$ cat src/rtl/pong_ball_if.sv
`default_nettype none
// ============================================================================
// Module      : pong_ball_if
// Description : Bundle between the playfield controller and the ball engine.
//               The controller side drives speed, recentre, serve and both
//               paddle corners. The engine side returns the ball position,
//               its direction and the score pulses.
//   s, guiwei, serve          : speed select, recentre level, serve pulse
//   body1_x/y, body2_x/y [9:0]: top-left corners of the left/right paddles
//   ball_x/y [9:0]            : top-left corner of the ball
//   x_dir, y_dir              : 1 = moving right / moving down
//   score_l, score_r          : one-cycle point pulses
// Revision    : 1.0 - initial release
// ============================================================================
interface pong_ball_if;
  logic       s;
  logic       guiwei;
  logic       serve;
  logic [9:0] body1_x;
  logic [9:0] body1_y;
  logic [9:0] body2_x;
  logic [9:0] body2_y;
  logic [9:0] ball_x;
  logic [9:0] ball_y;
  logic       x_dir;
  logic       y_dir;
  logic       score_l;
  logic       score_r;

  modport master (
    output s, guiwei, serve, body1_x, body1_y, body2_x, body2_y,
    input  ball_x, ball_y, x_dir, y_dir, score_l, score_r
  );

  modport slave (
    input  s, guiwei, serve, body1_x, body1_y, body2_x, body2_y,
    output ball_x, ball_y, x_dir, y_dir, score_l, score_r
  );
endinterface
`default_nettype wire

$ cat src/rtl/pong_ball.sv
`default_nettype none
// ============================================================================
// Module      : pong_ball
// Description : Ball engine for the two-player pong playfield. Moves the ball
//               2 px per axis on every move tick, bounces off the walls and
//               the paddles, and pulses a score when a paddle misses.
//   vga_clk : single clock, rising edge
//   sys_rst : synchronous active-high reset
//   bus     : pong_ball_if.slave (inputs: speed/recentre/serve/paddles,
//             outputs: ball position, direction, score pulses)
// Revision    : 1.0 - initial release
// ============================================================================
module pong_ball #(
  parameter int unsigned H_DISP     = 640,
  parameter int unsigned V_DISP     = 480,
  parameter int unsigned SLDE_W     = 10,
  parameter int unsigned BODY_W     = 10,
  parameter int unsigned BODY_L     = 80,
  parameter int unsigned BALL_W     = 10,
  parameter int unsigned SPEED_FAST = 80000,
  parameter int unsigned SPEED_SLOW = 190000,
  parameter int unsigned HOLD_TICKS = 60
) (
  input  wire logic   vga_clk,
  input  wire logic   sys_rst,
  pong_ball_if.slave  bus
);

  typedef enum logic [1:0] {
    ST_SERVE  = 2'd0,
    ST_PLAY   = 2'd1,
    ST_SCORED = 2'd2
  } state_t;

  localparam logic [9:0]  c_cx       = 10'(H_DISP / 2 - BALL_W / 2);
  localparam logic [9:0]  c_cy       = 10'(V_DISP / 2 - BALL_W / 2);
  localparam logic [21:0] c_fast_m1  = 22'(SPEED_FAST - 1);
  localparam logic [21:0] c_slow_m1  = 22'(SPEED_SLOW - 1);
  localparam logic [7:0]  c_hold     = 8'(HOLD_TICKS);
  // All geometry is compared 11 bits wide so sums never wrap.
  localparam logic [10:0] c_ball_w   = 11'(BALL_W);
  localparam logic [10:0] c_body_w   = 11'(BODY_W);
  localparam logic [10:0] c_body_l   = 11'(BODY_L);
  localparam logic [10:0] c_right_lim = 11'(H_DISP - 2);
  localparam logic [10:0] c_floor    = 11'(V_DISP - SLDE_W);
  localparam logic [10:0] c_ceil     = 11'(SLDE_W);
  localparam logic [10:0] c_left_lim = 11'd2;

  state_t      state_q, state_d;
  logic [21:0] div_cnt_q, div_cnt_d;
  logic [7:0]  hold_q, hold_d;
  logic [9:0]  ball_x_q, ball_x_d;
  logic [9:0]  ball_y_q, ball_y_d;
  logic        x_dir_q, x_dir_d;
  logic        y_dir_q, y_dir_d;
  logic        score_l_q, score_l_d;
  logic        score_r_q, score_r_d;

  logic [21:0] w_speed_m1;
  logic        w_move_en;
  logic [10:0] w_bx, w_by, w_b1x, w_b1y, w_b2x, w_b2y;
  logic        w_ov1, w_ov2, w_hit_l, w_hit_r, w_miss_l, w_miss_r;
  logic        w_wall_b, w_wall_t;
  logic [7:0]  w_hold_inc;

  assign w_speed_m1 = bus.s ? c_fast_m1 : c_slow_m1;
  assign w_move_en  = (div_cnt_q == w_speed_m1);

  assign w_bx  = {1'b0, ball_x_q};
  assign w_by  = {1'b0, ball_y_q};
  assign w_b1x = {1'b0, bus.body1_x};
  assign w_b1y = {1'b0, bus.body1_y};
  assign w_b2x = {1'b0, bus.body2_x};
  assign w_b2y = {1'b0, bus.body2_y};

  assign w_ov1 = (w_by + c_ball_w > w_b1y) && (w_by < w_b1y + c_body_l);
  assign w_ov2 = (w_by + c_ball_w > w_b2y) && (w_by < w_b2y + c_body_l);

  assign w_hit_l = !x_dir_q && w_ov1 && (w_bx <= w_b1x + c_body_w) && (w_bx + c_ball_w > w_b1x);
  assign w_hit_r =  x_dir_q && w_ov2 && (w_bx + c_ball_w >= w_b2x) && (w_bx < w_b2x + c_body_w);

  // A paddle contact wins over the edge-of-field miss test.
  assign w_miss_l = !x_dir_q && (w_bx <= c_left_lim) && !w_hit_l;
  assign w_miss_r =  x_dir_q && (w_bx + c_ball_w >= c_right_lim) && !w_hit_r;

  assign w_wall_b =  y_dir_q && (w_by + c_ball_w >= c_floor);
  assign w_wall_t = !y_dir_q && (w_by <= c_ceil);

  assign w_hold_inc = hold_q + 8'd1;

  always_comb begin
    // >= rather than == keeps the divider bounded if s drops the limit mid-count.
    div_cnt_d = (div_cnt_q >= w_speed_m1) ? 22'd0 : div_cnt_q + 22'd1;
    state_d   = state_q;
    hold_d    = hold_q;
    ball_x_d  = ball_x_q;
    ball_y_d  = ball_y_q;
    x_dir_d   = x_dir_q;
    y_dir_d   = y_dir_q;
    score_l_d = 1'b0;
    score_r_d = 1'b0;

    if (bus.guiwei) begin
      state_d  = ST_SERVE;
      ball_x_d = c_cx;
      ball_y_d = c_cy;
      hold_d   = 8'd0;
    end else begin
      case (state_q)
        ST_SERVE: begin
          if (bus.serve) state_d = ST_PLAY;
        end
        ST_PLAY: begin
          if (w_move_en) begin
            if (w_miss_l) begin
              score_r_d = 1'b1;
              x_dir_d   = 1'b0;
              y_dir_d   = 1'b1;
              state_d   = ST_SCORED;
            end else if (w_miss_r) begin
              score_l_d = 1'b1;
              x_dir_d   = 1'b1;
              y_dir_d   = 1'b1;
              state_d   = ST_SCORED;
            end else begin
              if (w_hit_l)      x_dir_d = 1'b1;
              else if (w_hit_r) x_dir_d = 1'b0;
              if (w_wall_b)      y_dir_d = 1'b0;
              else if (w_wall_t) y_dir_d = 1'b1;
              ball_x_d = x_dir_d ? ball_x_q + 10'd2 : ball_x_q - 10'd2;
              ball_y_d = y_dir_d ? ball_y_q + 10'd2 : ball_y_q - 10'd2;
            end
          end
        end
        ST_SCORED: begin
          if (w_move_en) begin
            if (w_hold_inc >= c_hold) begin
              state_d  = ST_SERVE;
              hold_d   = 8'd0;
              ball_x_d = c_cx;
              ball_y_d = c_cy;
            end else begin
              hold_d = w_hold_inc;
            end
          end
        end
        default: state_d = ST_SERVE;
      endcase
    end
  end

  always_ff @(posedge vga_clk) begin
    if (sys_rst) begin
      state_q   <= ST_SERVE;
      div_cnt_q <= 22'd0;
      hold_q    <= 8'd0;
      ball_x_q  <= c_cx;
      ball_y_q  <= c_cy;
      x_dir_q   <= 1'b1;
      y_dir_q   <= 1'b1;
      score_l_q <= 1'b0;
      score_r_q <= 1'b0;
    end else begin
      state_q   <= state_d;
      div_cnt_q <= div_cnt_d;
      hold_q    <= hold_d;
      ball_x_q  <= ball_x_d;
      ball_y_q  <= ball_y_d;
      x_dir_q   <= x_dir_d;
      y_dir_q   <= y_dir_d;
      score_l_q <= score_l_d;
      score_r_q <= score_r_d;
    end
  end

  assign bus.ball_x  = ball_x_q;
  assign bus.ball_y  = ball_y_q;
  assign bus.x_dir   = x_dir_q;
  assign bus.y_dir   = y_dir_q;
  assign bus.score_l = score_l_q;
  assign bus.score_r = score_r_q;

endmodule
`default_nettype wire

$ cat src/flat_wrapper.sv
// flat-port wrapper written by rule: the top's interface ports become plain ports
module pong_ball_flat 
#(
  parameter int unsigned H_DISP     = 640,
  parameter int unsigned V_DISP     = 480,
  parameter int unsigned SLDE_W     = 10,
  parameter int unsigned BODY_W     = 10,
  parameter int unsigned BODY_L     = 80,
  parameter int unsigned BALL_W     = 10,
  parameter int unsigned SPEED_FAST = 80000,
  parameter int unsigned SPEED_SLOW = 190000,
  parameter int unsigned HOLD_TICKS = 60
)
  (vga_clk, sys_rst, bus_s, bus_guiwei, bus_serve, bus_body1_x, bus_body1_y, bus_body2_x, bus_body2_y, bus_ball_x, bus_ball_y, bus_x_dir, bus_y_dir, bus_score_l, bus_score_r);
  pong_ball_if bus_i ();
  input  wire logic vga_clk;
  input  wire logic sys_rst;
  input wire logic [$bits(bus_i.s)-1:0] bus_s;
  input wire logic [$bits(bus_i.guiwei)-1:0] bus_guiwei;
  input wire logic [$bits(bus_i.serve)-1:0] bus_serve;
  input wire logic [$bits(bus_i.body1_x)-1:0] bus_body1_x;
  input wire logic [$bits(bus_i.body1_y)-1:0] bus_body1_y;
  input wire logic [$bits(bus_i.body2_x)-1:0] bus_body2_x;
  input wire logic [$bits(bus_i.body2_y)-1:0] bus_body2_y;
  output wire logic [$bits(bus_i.ball_x)-1:0] bus_ball_x;
  output wire logic [$bits(bus_i.ball_y)-1:0] bus_ball_y;
  output wire logic [$bits(bus_i.x_dir)-1:0] bus_x_dir;
  output wire logic [$bits(bus_i.y_dir)-1:0] bus_y_dir;
  output wire logic [$bits(bus_i.score_l)-1:0] bus_score_l;
  output wire logic [$bits(bus_i.score_r)-1:0] bus_score_r;
  assign bus_i.s = bus_s;
  assign bus_i.guiwei = bus_guiwei;
  assign bus_i.serve = bus_serve;
  assign bus_i.body1_x = bus_body1_x;
  assign bus_i.body1_y = bus_body1_y;
  assign bus_i.body2_x = bus_body2_x;
  assign bus_i.body2_y = bus_body2_y;
  assign bus_ball_x = bus_i.ball_x;
  assign bus_ball_y = bus_i.ball_y;
  assign bus_x_dir = bus_i.x_dir;
  assign bus_y_dir = bus_i.y_dir;
  assign bus_score_l = bus_i.score_l;
  assign bus_score_r = bus_i.score_r;
  pong_ball #(.H_DISP(H_DISP), .V_DISP(V_DISP), .SLDE_W(SLDE_W), .BODY_W(BODY_W), .BODY_L(BODY_L), .BALL_W(BALL_W), .SPEED_FAST(SPEED_FAST), .SPEED_SLOW(SPEED_SLOW), .HOLD_TICKS(HOLD_TICKS)) u_core (.vga_clk(vga_clk), .sys_rst(sys_rst), .bus(bus_i));
endmodule
$ cat config.mk
export PLATFORM = sky130hd
export DESIGN_NAME = pong_ball_flat
export DESIGN_NICKNAME = d
export VERILOG_FILES = /design/src/rtl/pong_ball_if.sv /design/src/rtl/pong_ball.sv /design/src/flat_wrapper.sv
export SDC_FILE = /design/constraint.sdc
export NUM_CORES = 1
export LEC_CHECK = 0
export CAP_MARGIN = 20
export CORE_ASPECT_RATIO = 1.25
export CORE_UTILIZATION = 49
export CTS_BUF_LIST = sky130_fd_sc_hd__clkbuf_8
export DETAILED_ROUTE_END_ITERATION = 12
export GPL_TIMING_DRIVEN = 0
export PLACE_DENSITY_LB_ADDON = 0.2
export SETUP_SLACK_MARGIN = 0.5
export SKIP_CTS_REPAIR_TIMING = 1
export SLEW_MARGIN = 20
export SYNTH_ARGS = -nofsm -noshare
export SYNTH_HDL_FRONTEND = slang
export SYNTH_SLANG_ARGS = --single-unit
$ cat constraint.sdc
create_clock -name vga_clk -period 4.2 [get_ports vga_clk]
set_input_delay 0.84 -clock vga_clk [delete_from_list [all_inputs] [get_ports vga_clk]]
set_output_delay 0.84 -clock vga_clk [all_outputs]
set_load 0.01 [all_outputs]
# Word level (Yosys, flattened, before mapping)
# Index checks and enable logic that the tools add are counted.
[totals] ff_bits=56 in_bits=45 output_inout_bits=24 elab_cells=119
[op_classes] add_sub_neg=12 n_lt_le_gt_ge=14 n_eq_ne=10 muxes=43 bitwise_logic=3 n_reduce_logical=28
[ops] op="2-to-1 mux 10 bit" count=12
[ops] op="adder 10 x 4 -> 11 bit, second input constant" count=4
[ops] op="case mux 10 bit (2 select lines)" count=2
[ops] op="> comparator 11 x 10 -> 1 bit" count=3
[ops] op="less-than comparator 10 x 11 -> 1 bit" count=3
[ops] op="adder 10 x 7 -> 11 bit, second input constant" count=2
[ops] op="adder 22 x 1 -> 22 bit, second input constant" count=1
[ops] op="== test 22 bit" count=1
[ops] op="greater-or-equal comparator 22 bit" count=1
[ops] op="adder 10 x 2 -> 10 bit, second input constant" count=2
[ops] op="2-to-1 mux 1 bit" count=20
[ops] op="subtractor 10 x 2 -> 10 bit, second input constant" count=2
[ops] op="2-to-1 mux 18 bit" count=1
[ops] op="logical AND 1 bit" count=14
[ops] op="2-to-1 mux 2 bit" count=6
[ops] op="greater-or-equal comparator 11 x 10 -> 1 bit" count=1
[ops] op="greater-or-equal comparator 11 x 10 -> 1 bit, second input constant" count=1
[ops] op="greater-or-equal comparator 11 x 9 -> 1 bit, second input constant" count=1
[ops] op="<= comparator 10 x 11 -> 1 bit" count=1
[ops] op="<= comparator 10 x 2 -> 1 bit, second input constant" count=1
[ops] op="<= comparator 10 x 4 -> 1 bit, second input constant" count=1
[ops] op="adder 8 x 1 -> 8 bit, second input constant" count=1
[ops] op="greater-or-equal comparator 8 x 6 -> 1 bit, second input constant" count=1
[ops] op="2-to-1 mux 8 bit" count=1
[ops] op="17 further kinds" count=27

# Logic depth before layout (Yosys ltp)
[depth] ltp_word=18 ltp_mapped=18

# Worst setup path after synthesis
# OpenSTA, ideal clock, no wires.
[synth_timing] path_type="register -> register" start="register u_core.ball_x_q[1] (netlist: u_core.bus.ball_x[1])" end="register u_core.ball_x_q[9] (netlist: u_core.bus.ball_x[9])" setup_time_ps=74 t_arrival_ps=3823 t_required_ps=4126 path_slack_ps=303 stages_incl_launch_ff=14 n_path_buf=0 period_less_slack_ps=3897 path_cell_list="dfxtp_1 ha_1 o21ai_0 xnor2_1 ha_1 and4_1 and4_1 a221o_1 a2111o_1 and4bb_4 nor2b_2 mux2_4 or4b_1 a31oi_1"
[synth_between] elab_chain_cells=16 word_cells_on_any_way=34 classes_between="add/sub: 3; order compare: 6; eq/ne: 2; mux: 12; reduce/logical: 11"
[synth_lines] item="start, declared" line_no="pong_ball.sv:52" text="logic [9:0] ball_x_q, ball_x_d;"
[synth_lines] item="start signal, assigned" line_no="pong_ball.sv:167" text="ball_x_q <= ball_x_d;"
[synth_lines] item="adder 10 x 4 -> 11 bit" line_no="pong_ball.sv:79, pong_ball.sv:80, pong_ball.sv:84"
[synth_lines] item="greater-or-equal comparator 11 x 10 -> 1 bit" line_no="pong_ball.sv:80" text="assign w_hit_r = x_dir_q && w_ov2 && (w_bx + c_ball_w >= w_b2x) && (w_bx < w_b2x + c_body_w);"
[synth_lines] item="logical AND 1 bit (2 in series)" line_no="pong_ball.sv:80"
[synth_lines] item="2-to-1 mux 1 bit" line_no="pong_ball.sv:127" text="else if (w_hit_r) x_dir_d = 1'b0;"
[synth_lines] item="2-to-1 mux 1 bit" line_no="pong_ball.sv:126" text="if (w_hit_l) x_dir_d = 1'b1;"
[synth_lines] item="2-to-1 mux 1 bit" line_no="pong_ball.sv:120" text="end else if (w_miss_r) begin"
[synth_lines] item="2-to-1 mux 1 bit" line_no="pong_ball.sv:115" text="if (w_miss_l) begin"
[synth_lines] item="2-to-1 mux 1 bit" line_no="pong_ball.sv:114" text="if (w_move_en) begin"
[synth_lines] item="2-to-1 mux 1 bit" line_no="pong_ball.sv:109" text="case (state_q)"
[synth_lines] item="2-to-1 mux 1 bit" line_no="pong_ball.sv:103" text="if (bus.guiwei) begin"
[synth_lines] item="2-to-1 mux 10 bit" line_no="pong_ball.sv:130" text="ball_x_d = x_dir_d ? ball_x_q + 10'd2 : ball_x_q - 10'd2;"
[synth_lines] item="2-to-1 mux 10 bit" line_no="pong_ball.sv:120"
[synth_lines] item="2-to-1 mux 10 bit" line_no="pong_ball.sv:115"
[synth_lines] item="2-to-1 mux 10 bit" line_no="pong_ball.sv:114"
[synth_lines] item="case mux 10 bit (2 select lines)" line_no="pong_ball.sv:109"
# Several ways; a longest one is shown, not always the timed one. The select of a mux whose other input is x is not followed.
# A chain may end at the register's enable or synchronous reset.

# Worst setup path in the final report
[layout_timing] start="register u_core.ball_y_q[1] (netlist: u_core.bus.ball_y[1])" end="register u_core.ball_x_q[9] (netlist: u_core.bus.ball_x[9])"
[layout_between] elab_chain_cells=18 word_cells_on_any_way=32 classes_between="add/sub: 1; order compare: 4; eq/ne: 2; mux: 12; reduce/logical: 13"
[layout_lines] item="start, declared" line_no="pong_ball.sv:53" text="logic [9:0] ball_y_q, ball_y_d;"
[layout_lines] item="start signal, assigned" line_no="pong_ball.sv:158" text="ball_y_q <= c_cy;"
[layout_lines] item="start signal, assigned" line_no="pong_ball.sv:168" text="ball_y_q <= ball_y_d;"
[layout_lines] item="adder 10 x 4 -> 11 bit" line_no="pong_ball.sv:76, pong_ball.sv:77"
[layout_lines] item="> comparator 11 x 10 -> 1 bit" line_no="pong_ball.sv:77" text="assign w_ov2 = (w_by + c_ball_w > w_b2y) && (w_by < w_b2y + c_body_l);"
[layout_lines] item="logical AND 1 bit" line_no="pong_ball.sv:77"
[layout_lines] item="logical AND 1 bit (3 in series)" line_no="pong_ball.sv:80"
[layout_lines] item="2-to-1 mux 1 bit" line_no="pong_ball.sv:127"
[layout_lines] item="2-to-1 mux 1 bit" line_no="pong_ball.sv:126"
[layout_lines] item="2-to-1 mux 1 bit" line_no="pong_ball.sv:120"
[layout_lines] item="2-to-1 mux 1 bit" line_no="pong_ball.sv:115"
[layout_lines] item="2-to-1 mux 1 bit" line_no="pong_ball.sv:114"
[layout_lines] item="2-to-1 mux 1 bit" line_no="pong_ball.sv:109"
[layout_lines] item="2-to-1 mux 1 bit" line_no="pong_ball.sv:103"
[layout_lines] item="2-to-1 mux 10 bit" line_no="pong_ball.sv:130"
[layout_lines] item="2-to-1 mux 10 bit" line_no="pong_ball.sv:120"
[layout_lines] item="2-to-1 mux 10 bit" line_no="pong_ball.sv:115"
[layout_lines] item="2-to-1 mux 10 bit" line_no="pong_ball.sv:114"
[layout_lines] item="case mux 10 bit (2 select lines)" line_no="pong_ball.sv:109"
# Several ways; a longest one is shown, not always the timed one. The select of a mux whose other input is x is not followed.

==> summary.txt <==
Outcome
  – Run status: finished clean

Floorplanning
  – DIE WIDTH: 101 um
  – I/O pins: 69
  – Die Outline Area: 0.0127 mm2
  – Cell Rows: 44
  – Core area: 0.0118 mm2
  – Die Height: 126 um
  – Initial Util: 50.9%

Timing
  – Final setup fails: 0
  – Final min period: 3.85 ns
  – Part of the cycle the worst path needs: 91.8%
  – Fmax: 0.259 GHz
  – Setup_tns: 0 ns
  – Rel. slew slack: 37.3%
  – Final Slew Violations: 0
  – Worst-Margin Slew: 0.937 ns
  – Unrepaired setup endpoints after global routing: true
  – Clk_skew: 0.00883 ns
  – Final hold vios: 0

Drt
  – DR DRC count: 0
  – Vias post-DR: 6,090
  – Starting DRC count in detailed routing: 361
  – Wire per inst: 16.7 um
  – Final WL: 17,500 um
  – Number of nets still failing antenna checks after routing: 0
  – Vias per inst: 5.82
  – Pre-antenna DRT Iters: 5

Setup path
  – Arr. time, crit path: 4.11 ns
  – Slowest Stage Delay on Critical Path: 0.55 ns
  – Slowest cell on crit path: or4_4
  – Crit. End Element: flop
  – R2r setup slk: 0.35 ns
  – Worst EP required: 4.46 ns
  – Worst path top cell family by delay: simple AND/OR/NAND/NOR gates
  – R2R cell count: 14
  – Worst path cell trace: ha_4 -> o211ai_1 -> nor2_1 -> xor2_1 -> ha_1 -> nand4_1 -> a211oi_2 -> or4_4 -> o221ai_2 -> and4bb_4 -> nor2b_4 -> mux2_4 -> or4b_4 -> a31oi_1
  – Critical path depth in cells: 14
  – CP max FO: 7
  – CP Buf/Inv Count: 0
  – Setup Crit Path Kind: reg2reg
  – Crit start category: flop

Cells and area
  – Synth-to-layout area growth: 32.9%
  – Share of layout cells above drive strength 1: 21.7%
  – Multi-input gate area: 0.00501 mm2
  – Register area: 0.00115 mm2
  – Nets@finish: 1,041
  – # fillers: 975
  – N_diodes: 0

Placement
  – Final Wtd Congestion: 0.898
  – Final HPWL DP: 12,700 um
  – I/O Buffers: 68

Yosys
  – Async SR Flop Fraction: 0%
  – Most numerous cell in the Yosys netlist: ha_1
  – EDFF count, synth: 0
  – Post-Syn Area: 0.00599 mm2
  – Synth cell types: 79
  – Flops & latches, synth: 55
  – Syn Area/Cell: 7.91 um2
  – Sequential fraction of the synthesis area: 18.4%
  – Top_reg_cell synth: dfxtp_1
  – Post-Syn Instances: 758
  – Commonest cells post-synth: 110 x ha_1, 85 x nor2_1, 63 x inv_1
  – Area leader, netlist: ha_1
  – Synth top area share: 23.0%
  – Largest cells by area after synthesis: ha_1 23%, dfxtp_1 18%, xnor2_1 5.7%, nor2_1 5.3%, inv_1 3.9%
  – Yosys warns: 0

Min path
  – Hold/Removal Path Class: reg2reg
  – Worst hold path stage count: 1

Flow run
  – Max cap viols: 0

Global route
  – Tot GR Track Use: 25.4%
  – Grt ovf: 0
  – Initial antenna violation count: 0
  – Vias in the first global route: 5,616
  – Largest net degree at the start of global routing: 19
  – First-pass GRT wire length: 26,000 um

Clocking
  – Worst skew pair latency: 0.33 ns
  – Clock Sinks: 55
  – CTS Root Buffer Type: clkbuf_8
  – Worst-path clk slew: 0.10 ns
  – H-tree depth: 2
  – TritonCTS buffer count: 5
  – TritonCTS clock tree: built
  – Clock Tree Buf Depth: 2

Power and ir drop
  – Leakage power total: 3.45 nW
  – Max IR drop VDD: 0.195 mV
  – PwrDens: 156 mW/mm2
  – Total Power: 1.25 mW
==> worst register-to-register path: stages (launching register included) <==
cell	delay [ns]
dfxtp_4	0.40
ha_4	0.19
o211ai_1	0.26
nor2_1	0.10
xor2_1	0.26
ha_1	0.30
nand4_1	0.15
a211oi_2	0.05
or4_4	0.55
o221ai_2	0.16
and4bb_4	0.30
nor2b_4	0.13
mux2_4	0.31
or4b_4	0.48
a31oi_1	0.15
==> worst paths after layout <==
kind                        start                   end
max reg2reg  u_core.bus.ball_y[1]  u_core.bus.ball_x[9]
max          u_core.bus.ball_y[1]  u_core.bus.ball_x[9]
min reg2reg   u_core.div_cnt_q[0]   u_core.div_cnt_q[0]
min           u_core.div_cnt_q[0]   u_core.div_cnt_q[0]
==> kinds of logic (layout without fill, tap and decap cells) <==
family	Yosys count	in the layout	share of synthesized area (%)
xor gates and xnor gates	60	60	8.77
buffers and inverters	83	209	5.84
adders and majority gates	111	111	23.3
and+or+nand+nor	276	276	23.8
AOI/OAI and AO/OA	162	162	18.0
other	1	3	0.0626
DFF	55	55	18.4
muxes	10	10	1.79
==> sequential cells by signal, indices dropped and copies added (netlist names) <==
name                count
u_core.bus.y_dir        1
u_core.bus.x_dir        1
u_core.div_cnt_q       22
u_core.bus.ball_x       9
u_core.bus.score_r      1
u_core.bus.ball_y      10
u_core.hold_q           8
u_core.bus.score_l      1
u_core.state_q          2
==> layout make-up <==
class	count	share of cell area (%)
sequential	55	14.4
multi-input combinational	622	62.8
clock buffer	5	0.864
buffer	20	1.84
inverter	63	3.01
clock inverter	3	0.581
timing repair buffer	118	13.9
tap	161	2.53
==> placed cells by master, fill, tap and decap left out, types with 8 or more instances in the layout <==
master	n
o21ai_0	23
dlymetal6s2s_1	15
nand3_1	24
xnor2_1	32
clkdlybuf4s50_1	44
a21o_1	8
buf_4	46
nand4_1	14
ha_1	102
a21oi_1	36
xor2_1	20
inv_1	56
nor2_1	80
and3_1	13
dfxtp_4	11
nor3_1	17
a21oi_2	8
buf_6	10
dfxtp_1	39
nand2_1	49
o21ai_1	9
==> per-stage QoR <==
step / cells / setup slack, ns / hold WS [ns] / utilization [%] / cell area [um2]
after floorplan: 760 / 0.470 / 0.418 / - / 6020
after global placement: 989 / -0.577 / 0.433 / 58.6 / 6900
after detailed placement: 989 / -0.624 / 0.436 / 58.6 / 6900
after CTS: 997 / -0.273 / 0.456 / 59.6 / 7020
after global routing: 1047 / 0.190 / 0.495 / 67.6 / 7970
final: 1047 / 0.345 / 0.452 / 67.6 / 7970
==> where the power goes <==
part / internal, mW / total, mW / switching [mW]
sequential: 0.519 / 0.525 / 0.00567
combinational: 0.170 / 0.354 / 0.184
clock: 0.180 / 0.368 / 0.188
==> routing by layer <==
layer	track usage, %	vias to the layer above	part of all wire (%)
met4	11.3	0	4.6
met1	30.1	2833	41
li1	-	2981	-
met3	2.77	62	4.2
met2	45.6	214	50
met5	0	-	0
No activity file was read; power rests on OpenSTA's default activity.
